--- config.mk ---
export PLATFORM = sky130hd
export DESIGN_NAME = am_insert_tx
export DESIGN_NICKNAME = d
export VERILOG_FILES = /design/src/rtl/am_pkg.sv /design/src/rtl/am_bip_lane.sv /design/src/rtl/am_insert_tx.sv
export SDC_FILE = /design/constraint.sdc
export NUM_CORES = 1
export LEC_CHECK = 0
export CAP_MARGIN = 20
export CORE_AREA = 2 2 210 212
export DETAILED_ROUTE_END_ITERATION = 12
export DIE_AREA = 0 0 212 214
export GPL_ROUTABILITY_DRIVEN = 0
export HOLD_SLACK_MARGIN = 0.02
export PLACE_DENSITY = 0.68
export SYNTH_ARGS = -nofsm -noshare
export SYNTH_HDL_FRONTEND = slang
export SYNTH_SLANG_ARGS = --single-unit
--- constraint.sdc ---
create_clock -name clk -period 1.7 [get_ports clk]
set_clock_uncertainty 0.2 [all_clocks]
set_input_delay 0.34 -clock clk [delete_from_list [all_inputs] [get_ports clk]]
set_output_delay 0.34 -clock clk [all_outputs]
set_load 0.02 [all_outputs]
--- src/rtl/am_pkg.sv ---
// Shared constants for 40GBASE-R alignment marker insertion: per-lane marker
// bytes, control sync header and the BIP3 bit-interleaved parity function.
package am_pkg;

    localparam int AM_LANES   = 4;
    localparam int AM_BLOCK_W = 66;

    typedef logic [7:0]            byte_t;
    typedef logic [AM_BLOCK_W-1:0] block_t;

    localparam logic [1:0] SYNC_CTRL = 2'b01;

    localparam byte_t AM_M0 [AM_LANES] = '{8'h90, 8'hF0, 8'hC5, 8'hA2};
    localparam byte_t AM_M1 [AM_LANES] = '{8'h76, 8'hC4, 8'h65, 8'h79};
    localparam byte_t AM_M2 [AM_LANES] = '{8'h47, 8'hE6, 8'h9B, 8'h3D};

    // Payload bit j lands on BIP bit (j-2) mod 8, so the parity is the XOR of
    // the eight payload bytes; the two sync bits fold into BIP bits 3 and 4.
    function automatic byte_t bip8_f(input block_t blk);
        byte_t p;
        p = '0;
        for (int k = 0; k < 8; k++) begin
            p = p ^ blk[2 + 8*k +: 8];
        end
        p[3] = p[3] ^ blk[0];
        p[4] = p[4] ^ blk[1];
        return p;
    endfunction

endpackage

--- src/rtl/am_bip_lane.sv ---
// One PCS lane: running BIP3 accumulator and the registered output mux that
// selects between this lane's alignment marker and the incoming data block.
module am_bip_lane
    import am_pkg::*;
#(
    parameter int LANE = 0
) (
    input  logic   clk,
    input  logic   nreset,
    input  logic   i_am,
    input  logic   i_data_en,
    input  block_t i_data,
    output block_t o_data
);

    byte_t  r_acc;
    block_t r_data;
    block_t w_am;

    // The marker carries the parity accumulated since the previous marker.
    assign w_am = {~r_acc, ~AM_M2[LANE], ~AM_M1[LANE], ~AM_M0[LANE],
                   r_acc,  AM_M2[LANE],  AM_M1[LANE],  AM_M0[LANE], SYNC_CTRL};

    always_ff @(posedge clk or negedge nreset) begin
        if (!nreset) begin
            r_acc  <= '0;
            r_data <= '0;
        end else if (i_am) begin
            r_data <= w_am;
            r_acc  <= bip8_f(w_am);
        end else if (i_data_en) begin
            r_data <= i_data;
            r_acc  <= r_acc ^ bip8_f(i_data);
        end
    end

    assign o_data = r_data;

endmodule

--- src/rtl/am_insert_tx.sv ---
// TX alignment marker insertion: after every AM_GAP accepted blocks, stall
// upstream for one cycle and emit a marker on every lane simultaneously.
module am_insert_tx
    import am_pkg::*;
#(
    parameter int LANE_N  = 4,
    parameter int BLOCK_W = AM_BLOCK_W,
    parameter int AM_GAP  = 16383
) (
    input  logic                      clk,
    input  logic                      nreset,
    input  logic                      valid_i,
    input  logic [LANE_N*BLOCK_W-1:0] data_i,
    output logic                      ready_o,
    output logic                      valid_o,
    output logic                      am_o,
    output logic [LANE_N*BLOCK_W-1:0] data_o
);

    localparam int CNT_W = $clog2(AM_GAP + 1);

    logic             r_am_pend;
    logic [CNT_W-1:0] r_cnt;
    logic             r_valid;
    logic             r_am;
    logic             w_accept;
    logic [CNT_W-1:0] w_cnt_nxt;

    assign ready_o   = ~r_am_pend;
    assign w_accept  = valid_i & ~r_am_pend;
    assign w_cnt_nxt = r_cnt + CNT_W'(1);

    // NOTE: all state updates use non-blocking assignments so every flop samples
    // the pre-edge values, regardless of statement order.
    always_ff @(posedge clk or negedge nreset) begin
        if (!nreset) begin
            r_am_pend <= 1'b1;
            r_cnt     <= '0;
            r_valid   <= 1'b0;
            r_am      <= 1'b0;
        end else if (r_am_pend) begin
            r_am_pend <= 1'b0;
            r_cnt     <= '0;
            r_valid   <= 1'b1;
            r_am      <= 1'b1;
        end else begin
            r_valid <= valid_i;
            r_am    <= 1'b0;
            if (valid_i) begin
                r_cnt <= w_cnt_nxt;
                if (w_cnt_nxt == CNT_W'(AM_GAP)) begin
                    r_am_pend <= 1'b1;
                end
            end
        end
    end

    assign valid_o = r_valid;
    assign am_o    = r_am;

    for (genvar l = 0; l < LANE_N; l++) begin : g_lane
        am_bip_lane #(
            .LANE (l)
        ) u_lane (
            .clk       (clk),
            .nreset    (nreset),
            .i_am      (r_am_pend),
            .i_data_en (w_accept),
            .i_data    (data_i[l*BLOCK_W +: BLOCK_W]),
            .o_data    (data_o[l*BLOCK_W +: BLOCK_W])
        );
    end

endmodule

==> After elaboration in Yosys (flattened, before gate mapping) <==
Index checks and enable logic that the tools add are counted.
{ "op_classes": {"addsub": 1, "eq_ne": 1, "n_mux": 23, "bitwise": 70, "reduce_logical": 2} }
{ "ops": {"columns": ["operator", "n"], "rows": [
  ["66-bit 2-to-1 mux", 8],
  ["8-bit bitwise XOR", 36],
  ["8-bit 2-to-1 mux", 8],
  ["8-bit inverter", 4],
  ["14-bit 2-to-1 mux", 2],
  ["4-bit inverter", 5],
  ["5-bit inverter", 4],
  ["3-bit inverter", 6],
  ["14-bit by 1-bit adder with 14-bit output, second input constant", 1],
  ["14-bit equality test, second input constant", 1],
  ["1-bit bitwise XOR", 8],
  ["6-bit inverter", 1],
  ["1-bit 2-to-1 mux", 5],
  ["1-bit inverter", 5],
  ["2-bit nonzero test", 2],
  ["1-bit AND", 1]
]} }
{ "totals": {"ff_bits": 313, "inputBits": 267, "output_inout_bits": 267, "word_cells": 109} }

==> Depth between registers and ports, before layout <==
Gate-level depths: netlist of run 1.
{ "depth": {"word_depth": 11, "mapped_depth": 6, "mapped_depth_nobuf": 6} }

==> Modules after synthesis <==
Synthesis of run 1 repeated with hierarchy kept, for this count alone.
{ "hier_totals": {"hier_cells": 1362, "hier_area_um2": 15472.3} }
{ "by_module_without_submodules": {"columns": ["module", "instances", "cells_each", "area_per_inst_um2", "seq_area_each_um2"], "rows": [
  ["am_bip_lane at g_lane[1].u_lane ...", 3, 316, 3624.7, 1851.8],
  ["am_bip_lane at g_lane[0].u_lane", 1, 316, 3639.7, 1851.8],
  ["am_insert_tx", 1, 98, 958.4, 426.7]
]} }

==> Worst setup path after synthesis of run 1 <==
No wires, ideal clock.
{ "synth_timing": {"path_kind": "reg-to-output", "startpoint": "register r_am_pend", "endpoint": "output port ready_o", "arrival_ns": 1.209, "required_time_ns": 1.160, "setup_slack_ns": -0.049, "stages_incl_launch_ff": 5, "path_buffers": 3, "cell_sequence": "dfstp_2 -> clkbuf_1 -> inv_1 -> buf_2 -> buf_1"} }
{ "synth_between": {"elab_chain_len": 1} }
{ "synth_rtl": {"columns": ["item", "line", "source"], "rows": [
  ["start, declared", "am_insert_tx.sv:22", "logic r_am_pend;"],
  ["start signal, assigned", "am_insert_tx.sv:37", "r_am_pend <= 1'b1;"],
  ["start signal, assigned", "am_insert_tx.sv:42", "r_am_pend <= 1'b0;"],
  ["start signal, assigned", "am_insert_tx.sv:52", "r_am_pend <= 1'b1;"],
  ["1-bit inverter", "am_insert_tx.sv:29", "assign ready_o = ~r_am_pend;"],
  ["end, declared", "am_insert_tx.sv:14", "output logic ready_o,"]
]} }
Every way passes these cells.

==> Worst setup path after layout of run 1 <==
Ends and elaborated chain as after synthesis.

==> results of run 1 <==
## worst paths after layout
check / cells past startpoint / to / slack, ns
min in group asynchronous: 2 / g_lane[0].u_lane.o_data[62] / 0.08
hold / removal: 4 / g_lane[3].u_lane.o_data[7] / 0.07
setup reg to reg: 7 / g_lane[3].u_lane.o_data[64] / -0.11
hold reg to reg: 2 / g_lane[2].u_lane.o_data[35] / 0.29
setup / recovery: 2 / ready_o / -0.20
max in group asynchronous: 3 / r_am_pend / 0.54
## flip-flops by register name, indices dropped and copies added (netlist names)
signal	count
am_o	1
g_lane.u_lane.o_data	264
g_lane.u_lane.r_acc	32
r_am_pend	1
r_cnt	14
valid_o	1
## what timing repair did
action | in CTS | in global routing
gates cloned | 2 | 15
endpoints found under the setup margin | 278 | 111
resized for setup | 1111 | 103
buffers inserted | 2 | 27
pin swaps | 0 | 17
endpoints found under the hold margin | 298 | 4
hold buffers | 2 | 4
## kinds of logic (layout without fill, tap and decap cells)
kind of cell / Yosys count / after routing / synth area share, %
DFF: 313 / 313 / 51.46
adders and majority gates: 2 / 2 / 0.1644
muxes: 264 / 264 / 17.36
AOI/OAI and AO/OA: 135 / 135 / 5.211
and+or+nand+nor: 315 / 315 / 8.811
xor gates and xnor gates: 240 / 240 / 14.53
buffers and inverters: 84 / 838 / 2.466
## power groups by stage
stage / Clock [mW] / Combinational (mW) / Sequential (mW)
floorplan: 0 / 2.68 / 10.1
CTS: 8.01 / 6.25 / 9.27
global route: 8.34 / 6.97 / 9.49
finish: 7.84 / 6.44 / 9.35
global placement: 0 / 6.68 / 9.35
detailed placement: 0 / 6.80 / 9.40
## through the flow
stage	utilization [%]	hold WS (ns)	cell area, um^2
2_1_floorplan	-	-0.1556	15230
3_3_place_gp	52.86	0.06565	22670
3_5_place_dp	52.86	0.06230	22670
4_1_cts	52.98	0.06448	22720
5_1_grt	55.33	0.07160	23730
6_report	55.33	0.06788	23730
## routing by layer
metal	GRT usage [%]	wire length (um)	vias to the layer above
met4	7.676	1498	2
li1	-	-	6033
met3	6.451	4139	86
met2	38.20	26670	425
met5	0	17	-
met1	27.11	21480	6207
## critical path: cells and delay by family, from the launching register on
| kind | cells | cell delay [ns] |
|---|---|---|
| flip-flops | 1 | 0.66 |
| buffers and inverters | 2 | 0.16 |
## cell usage after synthesis, drive strengths merged
cell    count
dfrtp     312
mux2i     264
xnor2     164
nand2     147
nor2      118
xor2       68
o21ai      58
buf        49
a21boi     33
clkbuf     30
a21oi      29
or3        25
xnor3       8
nand4       6
a211oi      5
a31oi       5
inv         5
a31o        4
nand3       4
nor2b       4
nor3        4
and3        2
ha          2
nand4b      2
dfstp       1
nand2b      1
nor4        1
nor4b       1
o22ai       1
## cell type report
class / count / area, um^2 / share of cell area, %
clock buffers: 56 / 1107 / 4.667
clock inverters: 7 / 73.82 / 0.3111
inverters: 5 / 26.28 / 0.1107
multi-input cells: 956 / 7258 / 30.59
repair buffers: 770 / 6689 / 28.19
flip-flops and latches: 313 / 7841 / 33.05
well taps: 585 / 732.0 / 3.085
==> results_dict.tcl, run 1 <==
set metrics [dict create \
    post-route-period-util_pct 111.5 \
    syn_inst 1353 \
    syn-mean-instance-area_um2 11.25 \
    dpl.hpwl_um 38710 \
    rsz0062_at_grt "true" \
    ys_warn_count 0 \
    yosys.area.top_type_share_pct 51.29 \
    crit_start "r_am_pend" \
    clock-sinks 313 \
    antenna_found_initial 1 \
    setup_viol 83 \
    clk_latency_ns 0.54 \
    grt-ovfl-total 0 \
    syn2layout_area_growth_pct 55.86 \
    maxCapViolCount 0 \
    peakVddDrop_mv 0.7503 \
    numPlacedInstances 2577 \
    clock_path_buffers 3 \
    die_width_um 212 \
    post-route-min-period_ns 1.896 \
    fmax_mhz 527.3 \
    grt_max_degree 52 \
    ant_nets 0 \
    vias 12750 \
    worstHoldStart "data_i[205]" \
    io_pins 534 \
    cts_buffers 37 \
    worstPathArrival_ns 1.36 \
    power_mw 23.62 \
    grt_pass1_vias 13370 \
    dieHeight_um 214 \
    synth_cell_types 32 \
    synth_nets 1622 \
    worst_pin_slew_ns 0.3719 \
    power_density_mw_per_mm2 995.7 \
    finalSetupTns_ns -4.238 \
    first_pass_iters 5 \
    failed_checks "setup timing" \
    layout.nets 2352 \
    startpoint_type "flop" \
    grt_use_total_pct 22.46 \
    placementRows 76 \
    fin_ws_ns -0.1963 \
    grt_pass1_wl_um 79030 \
    hold_violations 0 \
    yosysTopAreaCell "dfrtp_1" \
    p_leak_nw 11.38 \
    fillers 3777 \
    design.core.area_mm2 0.04289 \
    routedWlPerCell_um 19.99 \
    path_max_fanout 2 \
    yosys_register_bits 313 \
    path_cells "inv_8, buf_6" \
    place_ws_ns -0.6149 \
    crit_type "flop to primary output" \
    drtIter0Drc 491 \
    endpoint_kind "primary output" \
    cts_tree "yes" \
    wirelength_um 53810 \
    p_clk_share_pct 33.2 \
    required_ns 1.16 \
    start_util_pct 35.50 \
    cts.htree.levels 2 \
    r2r_start "r_am_pend" \
    slew_headroom_pct 75.21 \
    outcome "finished with violations" \
    clkTransAtPathRegs_ns 0.06 \
    comb_power_share_pct 27.3 \
    cts-root-buf "clkbuf_16" \
    die_area_mm2 0.04537 \
    port_buffers 533 \
    yosysSeqAreaShare_pct 51.46 \
    antenna_cells 0 \
    instances_no_fill 2692 \
    drive_gt1_share_pct 28.71 \
    final_cell_mix "309 x dfrtp_1, 261 x mux2i_1, 258 x buf_2" \
    min_path_type "input pin to flop" \
    synth_area_leaders "dfrtp_1 51%, mux2i_1 17%, xnor2_1 9.4%, xor2_1 3.9%, nand2_1 3.6%" \
    drcViolationCount 0 \
    slew_viol_final 0 \
    syn_area_mm2 0.01522 \
    p_sw_mw 7.310 \
    seq_power_share_pct 39.6 \
    layout_commonest_cell "dfrtp_1" \
    viasPerCell 4.737 \
    slowest_stage "dfstp_4" \
    swShare_pct 30.94 \
    p_int_mw 16.31 \
    slowest_delay_ns 0.66 \
]
Note: power is estimated with default switching activity, not from simulation.
==> run 2: changes to the inputs <==
Settings changed: CORE_AREA 2 2 210 212 to 2 2 208 210, CTS_BUF_LIST from default to sky130_fd_sc_hd__clkbuf_4 sky130_fd_sc_hd__clkbuf_8 sky130_fd_sc_hd__clkbuf_16, DIE_AREA 0 0 212 214 to 0 0 210 212, PLACE_DENSITY 0.68 to 0.69.
==> run 2 against run 1 <==
Via count fell by 0.68%. The run still ends with setup timing left. Highest routed layer is now met4. Global-route usage grew 0.40 points. Critical path type unchanged. Sequential share of layout area is 0.82 points higher. Largest power group unchanged. Cell count down 2.3%.
==> results_dict.tcl, run 2 (synthesized netlist as in run 1, its figures left out) <==
set metrics [dict create \
    outcome "finished with violations" \
    failed_checks "setup timing" \
    io_pins 534 \
    peakVddDrop_mv 0.8746 \
    design.core.area_mm2 0.04251 \
    placementRows 76 \
    startpoint_type "flop" \
    fin_area_mm2 0.02315 \
    grt-ovfl-total 0 \
    final_cell_mix "311 x dfrtp_1, 263 x mux2i_1, 259 x clkdlybuf4s50_1" \
    clk_latency_ns 0.55 \
    viasPerCell 4.816 \
    largest_reg_flops 264 \
    syn2layout_area_growth_pct 52.04 \
    rsz0062_at_grt "true" \
    first_pass_iters 5 \
    drcViolationCount 0 \
    clock_path_buffers 3 \
    critPathBufInv 2 \
    power_mw 23.79 \
    slowest_stage "dfstp_4" \
    cts-root-buf "clkbuf_16" \
    placed_cell_area_mm2 0.02258 \
    slowest_delay_ns 0.64 \
    setup_viol 60 \
    die_area_mm2 0.04452 \
    maxCapViolCount 0 \
    wirelength_um 52280 \
    min_path_type "input pin to async pin" \
    required_ns 1.16 \
    crit_type "flop to primary output" \
    die_width_um 210 \
    layout_commonest_cell "dfrtp_1" \
    post-route-min-period_ns 1.905 \
    worstPathArrival_ns 1.36 \
    power_density_mw_per_mm2 1028 \
    grt_max_degree 60 \
    finalSetupTns_ns -4.676 \
    post-route-period-util_pct 112.0 \
    ant_nets 0 \
    fin_ws_ns -0.2045 \
    start_util_pct 35.81 \
    clkTransAtPathRegs_ns 0.06 \
    cts_buffers 37 \
    routedWlPerCell_um 19.88 \
    hold_violations 0 \
    grt_pass1_wl_um 78060 \
    vias 12670 \
    dpl.hpwl_um 38370 \
    worst_pin_slew_ns 0.4148 \
    fmax_mhz 525.1 \
    port_buffers 533 \
    crit_family "flip-flops" \
    drtIter0Drc 576 \
    path_cells "inv_8, buf_8" \
    p_leak_nw 11.17 \
    antenna_cells 0 \
    antenna_found_initial 0 \
    cts_tree "yes" \
    clock-sinks 313 \
    drive_gt1_share_pct 26.92 \
    layout.nets 2327 \
    cts.htree.levels 2 \
    slew_viol_final 0 \
    path_max_fanout 2 \
    slew_headroom_pct 72.15 \
    grt_pass1_vias 13130 \
    grt_use_total_pct 22.86 \
    endpoint_kind "primary output" \
    dieHeight_um 212 \
]
run 2: cell types whose count changed in the layout (fill, tap and decap cells not counted), moves of 5 or more:
cell	delta
buf_12	-5
buf_4	+5
buf_6	-11
clkbuf_1	-8
clkbuf_16	-8
clkbuf_4	+9
nand2_1	+11
nand2_2	-9
o21ai_0	+10
o21ai_1	-9
xnor2_1	+7
xnor2_2	-7
run 2: power breakdown:
group / internal [mW] / leakage (nW) / switching (mW)
Clock: 4.93 / 0.627 / 3.24
Combinational: 3.07 / 6.86 / 3.27
Sequential: 8.56 / 3.68 / 0.732
Total: 16.6 / 11.2 / 7.23
run 2: cell type report:
class,count,area [um^2]
Tap cell,546,683.2
Timing Repair Buffer,745,6238
Multi-Input combinational cell,956,7119
Clock inverter,12,150.1
Fill cell,3826,19360
Sequential cell,313,7839
Clock buffer,53,1090
Inverter,5,26.28
run 2: what timing repair did:
action                                  4_1_cts  5_1_grt
hold buffers                                  4        3
pin swaps                                     0       12
gates cloned                                  2        5
endpoints found under the hold margin       316        3
gates resized for setup                    1113       36
buffers inserted                              7       13
endpoints found under the setup margin      274      103
run 2: final timing paths:
check	startpoint	end	slack (ns)	cells past startpoint
max	r_am_pend	ready_o	-0.20	2
min	nreset	g_lane[0].u_lane.o_data[39]	0.02	2
max reg2reg	r_am_pend	g_lane[3].u_lane.r_acc[4]	-0.16	5
min reg2reg	g_lane[3].u_lane.o_data[49]	g_lane[3].u_lane.o_data[49]	0.29	2
max in group asynchronous	nreset	g_lane[2].u_lane.r_acc[5]	0.19	3
min in group clk	data_i[215]	g_lane[3].u_lane.o_data[17]	0.07	4
run 2: per-stage QoR:
stage / utilization, % / setup WS (ns) / hold WS [ns] / cells
finish: 54.45 / -0.2045 / 0.02188 / 2630
global route: 54.45 / -0.2417 / 0.02141 / 2630
CTS: 53.53 / -0.2426 / 0.1965 / 2610
detailed placement: 53.12 / -0.6194 / 0.01159 / 2532
global placement: 53.12 / -0.5632 / 0.01140 / 2532
floorplan: - / 0.008321 / -0.1556 / 1353
run 2: per-layer routing:
metal	up-vias	global-route usage (%)	wire [um]	share of wire, %
li1	5953	-	-	-
met1	6195	28.36	21400	41
met2	436	38.35	25450	49
met3	82	6.248	3750	7.2
met4	0	8.242	1667	3.2
met5	-	0	0	0
run 2: worst reg2reg max path, cell delays in order (launching register included):
cell,delay (ns)
dfstp_4,0.64
buf_4,0.25
buf_12,0.19
buf_12,0.17
nor2_1,0.07
a31o_1,0.22
